File: config.mk
export PLATFORM = sky130hd
export DESIGN_NAME = lsu_ctrl
export DESIGN_NICKNAME = d
export VERILOG_FILES = /design/src/rtl/lsu_ctrl_pkg.sv /design/src/rtl/lsu_load_align.sv /design/src/rtl/lsu_ctrl.sv
export SDC_FILE = /design/constraint.sdc
export NUM_CORES = 1
export LEC_CHECK = 0
export BUFFER_PORTS_ARGS = -buffer_cell sky130_fd_sc_hd__buf_2
export CAP_MARGIN = 20
export CELL_PAD_IN_SITES_DETAIL_PLACEMENT = 0
export CELL_PAD_IN_SITES_GLOBAL_PLACEMENT = 2
export CORE_MARGIN = 2
export CORE_UTILIZATION = 35
export CTS_BUF_LIST = sky130_fd_sc_hd__clkbuf_2
export DETAILED_ROUTE_END_ITERATION = 8
export GPL_TIMING_DRIVEN = 0
export PLACE_DENSITY = 0.86
export SLEW_MARGIN = 20
export SYNTH_ARGS = -nofsm -noshare
export SYNTH_HDL_FRONTEND = slang
export SYNTH_HIERARCHICAL = 1
export SYNTH_SLANG_ARGS = --single-unit
File: constraint.sdc
create_clock -name clk -period 5.8 [get_ports clk]
set_input_delay 0.29 -clock clk [delete_from_list [all_inputs] [get_ports clk]]
set_output_delay 0.29 -clock clk [all_outputs]
set_load 0.005 [all_outputs]
File: src/rtl/lsu_ctrl_pkg.sv
// Shared constants and types for the load/store unit.
package lsu_ctrl_pkg;

  localparam int unsigned ALEN = 32;
  localparam int unsigned XLEN = 32;

  localparam logic [2:0] F3_BYTE = 3'b000;
  localparam logic [2:0] F3_HALF = 3'b001;
  localparam logic [2:0] F3_WORD = 3'b010;
  localparam logic [2:0] F3_LBU  = 3'b100;
  localparam logic [2:0] F3_LHU  = 3'b101;

  typedef enum logic [1:0] {IDLE, RD_WAIT, RD2_WAIT, WR2} lsu_state_t;

  function automatic logic f3_legal(input logic is_store, input logic [2:0] f3);
    if (is_store) return f3 inside {F3_BYTE, F3_HALF, F3_WORD};
    return f3 inside {F3_BYTE, F3_HALF, F3_WORD, F3_LBU, F3_LHU};
  endfunction

endpackage

File: src/rtl/lsu_load_align.sv
// Load result alignment: shifts a two-word window right by the byte offset and
// sign/zero-extends the selected lane according to funct3.
module lsu_load_align
  import lsu_ctrl_pkg::*;
#(
  parameter int unsigned DATA_W = XLEN
) (
  input  logic [2*DATA_W-1:0] word_i,
  input  logic [1:0]          offset_i,
  input  logic [2:0]          funct3_i,
  output logic [DATA_W-1:0]   result_o
);

  logic [2*DATA_W-1:0] shifted;
  logic [DATA_W-1:0]   lane;
  logic                unused_shift;

  assign shifted      = word_i >> {offset_i, 3'b000};
  assign lane         = shifted[DATA_W-1:0];
  assign unused_shift = ^shifted[2*DATA_W-1:DATA_W];

  always_comb begin
    case (funct3_i)
      F3_BYTE: result_o = {{(DATA_W-8){lane[7]}}, lane[7:0]};
      F3_HALF: result_o = {{(DATA_W-16){lane[15]}}, lane[15:0]};
      F3_LBU:  result_o = {{(DATA_W-8){1'b0}}, lane[7:0]};
      F3_LHU:  result_o = {{(DATA_W-16){1'b0}}, lane[15:0]};
      default: result_o = lane;
    endcase
  end

endmodule

File: src/rtl/lsu_ctrl.sv
// Load/store unit in front of DataMemory: byte enables, lane alignment, load sequencing and
// fault detection. Define LSU_MISALIGN_SPLIT_EN to split misaligned accesses into two words.
module lsu_ctrl
  import lsu_ctrl_pkg::*;
#(
  parameter int unsigned ADDR_W = ALEN,
  parameter int unsigned DATA_W = XLEN
) (
  input  logic              clk,
  input  logic              rst,
  input  logic              req_valid,
  output logic              req_ready,
  input  logic              req_we,
  input  logic [2:0]        req_funct3,
  input  logic [ADDR_W-1:0] req_addr,
  input  logic [DATA_W-1:0] req_wdata,
  output logic              resp_valid,
  output logic [DATA_W-1:0] resp_rdata,
  output logic              fault,
  output logic [ADDR_W-1:0] fault_addr,
  output logic              mem_we,
  output logic [3:0]        mem_be,
  output logic [2:0]        mem_funct3,
  output logic [ADDR_W-1:0] mem_addr,
  output logic [DATA_W-1:0] mem_wdata,
  input  logic [DATA_W-1:0] mem_rdata
);

`ifdef LSU_MISALIGN_SPLIT_EN
  localparam bit SplitEn = 1'b1;
`else
  localparam bit SplitEn = 1'b0;
`endif

  lsu_state_t state_q, state_d;

  logic [1:0]          off;
  logic                legal, misal, acc;
  logic [7:0]          be_base, be_full;
  logic [2*DATA_W-1:0] wdata_full;

  logic [1:0]          off_q;
  logic [2:0]          f3_q;
  logic [ADDR_W-3:0]   word_q;
  logic                split_q;
  logic [3:0]          be_hi_q;
  logic [DATA_W-1:0]   wdata_hi_q;
  logic [DATA_W-1:0]   lo_q;

  logic                resp_valid_q, resp_valid_d;
  logic [DATA_W-1:0]   resp_rdata_q, resp_rdata_d;
  logic                fault_q, fault_d;
  logic [ADDR_W-1:0]   fault_addr_q, fault_addr_d;

  logic                ctx_load;
  logic                mem_we_c;
  logic [3:0]          mem_be_c;
  logic [DATA_W-1:0]   load_result;

  assign off       = req_addr[1:0];
  assign req_ready = (state_q == IDLE);
  assign acc       = req_valid && req_ready;
  assign legal     = f3_legal(req_we, req_funct3);
  assign misal     = ((req_funct3[1:0] == 2'b01) && off[0]) ||
                     ((req_funct3[1:0] == 2'b10) && (off != 2'b00));

  always_comb begin
    case (req_funct3[1:0])
      2'b00:   be_base = 8'h01;
      2'b01:   be_base = 8'h03;
      default: be_base = 8'h0F;
    endcase
  end

  // Upper halves feed the second write of a split store.
  assign be_full    = be_base << off;
  assign wdata_full = {{DATA_W{1'b0}}, req_wdata} << {off, 3'b000};

  lsu_load_align #(
    .DATA_W (DATA_W)
  ) u_align (
    .word_i   ({mem_rdata, (split_q ? lo_q : mem_rdata)}),
    .offset_i (off_q),
    .funct3_i (f3_q),
    .result_o (load_result)
  );

  always_comb begin
    state_d      = state_q;
    resp_valid_d = 1'b0;
    resp_rdata_d = resp_rdata_q;
    fault_d      = 1'b0;
    fault_addr_d = fault_addr_q;
    ctx_load     = 1'b0;
    mem_we_c     = 1'b0;
    mem_be_c     = 4'b0000;
    mem_addr     = {word_q, 2'b00};
    mem_wdata    = '0;
    case (state_q)
      IDLE: begin
        mem_addr  = {req_addr[ADDR_W-1:2], 2'b00};
        mem_wdata = wdata_full[DATA_W-1:0];
        if (acc) begin
          ctx_load = 1'b1;
          if (!legal || (misal && !SplitEn)) begin
            fault_d      = 1'b1;
            fault_addr_d = req_addr;
          end else if (req_we) begin
            mem_we_c = 1'b1;
            mem_be_c = be_full[3:0];
            if (misal) state_d = WR2;
          end else begin
            state_d = misal ? RD2_WAIT : RD_WAIT;
          end
        end
      end
      RD2_WAIT: begin
        mem_addr = {word_q + 1'b1, 2'b00};
        state_d  = RD_WAIT;
      end
      RD_WAIT: begin
        resp_valid_d = 1'b1;
        resp_rdata_d = load_result;
        state_d      = IDLE;
      end
      WR2: begin
        mem_we_c  = 1'b1;
        mem_be_c  = be_hi_q;
        mem_addr  = {word_q + 1'b1, 2'b00};
        mem_wdata = wdata_hi_q;
        state_d   = IDLE;
      end
      default: state_d = IDLE;
    endcase
  end

  // Memory port stays quiet while reset is held, even though IDLE is combinational.
  assign mem_we     = mem_we_c & ~rst;
  assign mem_be     = rst ? 4'b0000 : mem_be_c;
  assign mem_funct3 = F3_WORD;

  assign resp_valid = resp_valid_q;
  assign resp_rdata = resp_rdata_q;
  assign fault      = fault_q;
  assign fault_addr = fault_addr_q;

  always_ff @(posedge clk or posedge rst) begin
    if (rst) begin
      state_q      <= IDLE;
      resp_valid_q <= 1'b0;
      resp_rdata_q <= '0;
      fault_q      <= 1'b0;
      fault_addr_q <= '0;
    end else begin
      state_q      <= state_d;
      resp_valid_q <= resp_valid_d;
      resp_rdata_q <= resp_rdata_d;
      fault_q      <= fault_d;
      fault_addr_q <= fault_addr_d;
    end
  end

  always_ff @(posedge clk or posedge rst) begin
    if (rst) begin
      off_q      <= 2'b00;
      f3_q       <= F3_WORD;
      word_q     <= '0;
      split_q    <= 1'b0;
      be_hi_q    <= 4'b0000;
      wdata_hi_q <= '0;
      lo_q       <= '0;
    end else begin
      if (ctx_load) begin
        off_q      <= off;
        f3_q       <= req_funct3;
        word_q     <= req_addr[ADDR_W-1:2];
        split_q    <= misal;
        be_hi_q    <= be_full[7:4];
        wdata_hi_q <= wdata_full[2*DATA_W-1:DATA_W];
      end
      if (state_q == RD2_WAIT) lo_q <= mem_rdata;
    end
  end

endmodule

==> metrics.yaml <==
synth_cells: 906
grt_pass1_wl_mm: 50.3
drt-wirelength-per-cell_um: 20.0
fin_tns_setup_ns: 0
async_flop_share_pct: 100
timing.hold.ws_ns: 0.0643
p_sw_mw: 2.27
clk_latency_ns: 0.75
syn_area_um2: 9810
intPower_mw: 3.16
root_buffer: "clkbuf_2"
place_area_um2: 11500
antenna_left: 0
synth-edff-count: 0
die_area_um2: 29400
rsz0062_at_grt: "false"
ys_seq_area_share_pct: 41.6
numClockSinks: 163
drv_slew: 0
first_iter_violations: 605
grt_max_degree: 62
routed_via_density: 5.36
cpLargestDelayFamily: "buffers and inverters"
fin_ws_ns: 1.95
arrival_ns: 3.56
coreArea_um2: 27700
clock_path_buffers: 2
ctsResizeCount: 0
cp.required_ns: 5.51
io_buffers: 233
swShare_pct: 41.8
power_frac_comb_pct: 52.9
crit_fanout: 10
ys_warn_count: 6
final_layout_size_suffix_gt1_share_pct: 41.5
fp.dieH_um: 171
antenna_found_initial: 1
syn_area_per_cell_um2: 10.8
drc: 0
totalWireLength_mm: 32.9
path_class: "reg2out"
critPathSlowestCell: "nor2_1"
post-dp-hpwl_mm: 24.0
clock_skew_ns: 0.0391
cap_viol_max_count: 0
syn2layout_area_growth_pct: 29.7
utilization_pct: 45.9
dp.cells: 1522
mostFrequentLayoutCells: "252 x buf_2, 180 x mux2_2, 162 x dfrtp_1"
first_pass_iters: 5
setup_viol: 0
pwr-share-seq_pct: 34.3
post-route-min-period_ns: 3.85
place_ws_ns: 2.77
place.gp.congestion: 0.888
fin_crit_sh_pct: 66.3
hp-class: "in2async"
fmax_mhz: 260
grt_pass1_vias: 8704
worstSetupStartpointType: "flip-flop"
grt-ovfl-total: 0
p_per_area_nw_per_um2: 427
num_io_pins: 242
vdd_ir_drop_max_v: 0.000211
layout.cells.non_filler: 1650
total_power_mw: 5.43
start_util_pct: 35.4
hold_viol_final: 0
synth_ff_type: "dfrtp_1"
power.leakage_nw: 5.79
p_clk_share_pct: 12.8
worstPathCellList: "inv_1 > ha_1 > clkbuf_1 > inv_1 > clkbuf_1 > nor2_1 > a22oi_1 > nor2_1 > buf_2"
cts_max_level: 4
max_slew_margin_pct: 42.0
stdcell_area_um2: 12700
status: "finished clean"
worstMarginPinSlew_ns: 0.870
synth.ff_latch_count: 163
clk_pin_slew_ns: 0.28
cts_tree: "yes"
cts_buffers: 17
nNetsFinal: 1364
vias: 8850
critPathMaxStageDelay_ns: 0.65
dieWidth_um: 171
grt_util_all_layers_pct: 22.5
worstSetupEndpointType: "output pin"
critPathBufInv: 5
layout_commonest_cell: "buf_2"
synthDistinctLibCells: 69
num_rows: 61
==> cells in the mapped netlist, drive strengths merged (12+ instances only) <==
master / instances / area [um^2]
nand3: 23 / 120
buf: 39 / 223
mux4: 34 / 777
dfrtp: 162 / 4050
mux2: 180 / 2030
a22oi: 34 / 255
nand2: 89 / 337
a21oi: 19 / 95.1
nor2: 55 / 209
inv: 12 / 45.0
o21ai: 83 / 419
clkbuf: 40 / 151
==> cell type report <==
class	instances	area, um^2
Fill cell	2691	15000
Multi-Input combinational cell	655	5330
Antenna cell	3	7.51
Inverter	12	52.6
Clock inverter	14	168
Buffer	79	374
Tap cell	378	473
Timing Repair Buffer	328	2150
Clock buffer	18	90.1
Sequential cell	163	4080
==> power by group through the flow <==
| stage | clock, mW | sequential [mW] | combinational, mW |
|---|---|---|---|
| 6_report | 0.695 | 1.86 | 2.87 |
| 5_1_grt | 0.759 | 1.93 | 3.14 |
| 4_1_cts | 0.719 | 1.86 | 2.87 |
| 3_5_place_dp | 0 | 1.88 | 2.81 |
| 3_3_place_gp | 0 | 1.88 | 2.79 |
| 2_1_floorplan | 0 | 1.84 | 1.79 |
==> layer usage <==
| layer | global-route usage [%] | wire [um] | vias up |
|---|---|---|---|
| li1 | - | - | 4069 |
| met1 | 32.1 | 15100 | 4372 |
| met2 | 34.7 | 15000 | 367 |
| met3 | 3.89 | 2010 | 42 |
| met4 | 7.55 | 761 | 0 |
| met5 | 0 | 0 | - |
==> repair_timing <==
item | 4_1_cts | 5_1_grt
hold endpoints to repair | 228 | 0
hold buffers | 93 | 0
buffers inserted | 0 | 0
==> logic make-up after synthesis <==
| family | synth area share, % |
|---|---|
| AOI/OAI and AO/OA | 12.2 |
| xor gates and xnor gates | 0.0893 |
| adders and majority gates | 0.638 |
| buffers and inverters | 4.27 |
| DFF | 41.6 |
| muxes | 29.7 |
| other | 0.0765 |
| and+or+nand+nor | 11.4 |
==> final timing paths <==
check | start | endpoint | slack, ns | cells after the start
worst max register to register | split_q | resp_rdata[31] | 2.86 | 8
min in group clk | req_addr[1] | be_hi_q[1] | 0.16 | 4
worst min-delay path | rst | wdata_hi_q[11] | 0.06 | 3
max in group asynchronous | rst | word_q[13] | 4.75 | 5
worst max-delay path | state_q[0] | mem_wdata[12] | 1.95 | 9
worst min register to register | wdata_hi_q[9] | wdata_hi_q[9] | 0.53 | 2
==> worst reg2reg max path: stages (launching register included) <==
cell and delay, ns:
dfrtp_1 0.38, clkbuf_1 0.24, clkbuf_1 0.56, mux2_2 0.45, mux4_2 0.49, mux2i_4 0.25, buf_6 0.18, o21ai_1 0.07
mux2_2 0.27
==> state kept, by name (all words and copies together) (netlist names) <==
signal / count
fault_addr: 32
lo_q: 32
resp_rdata: 32
word_q: 30
wdata_hi_q: 24
be_hi_q: 3
f3_q: 3
off_q: 2
state_q: 2
fault: 1
resp_valid: 1
split_q: 1
No activity file was read; power rests on OpenSTA's default activity.
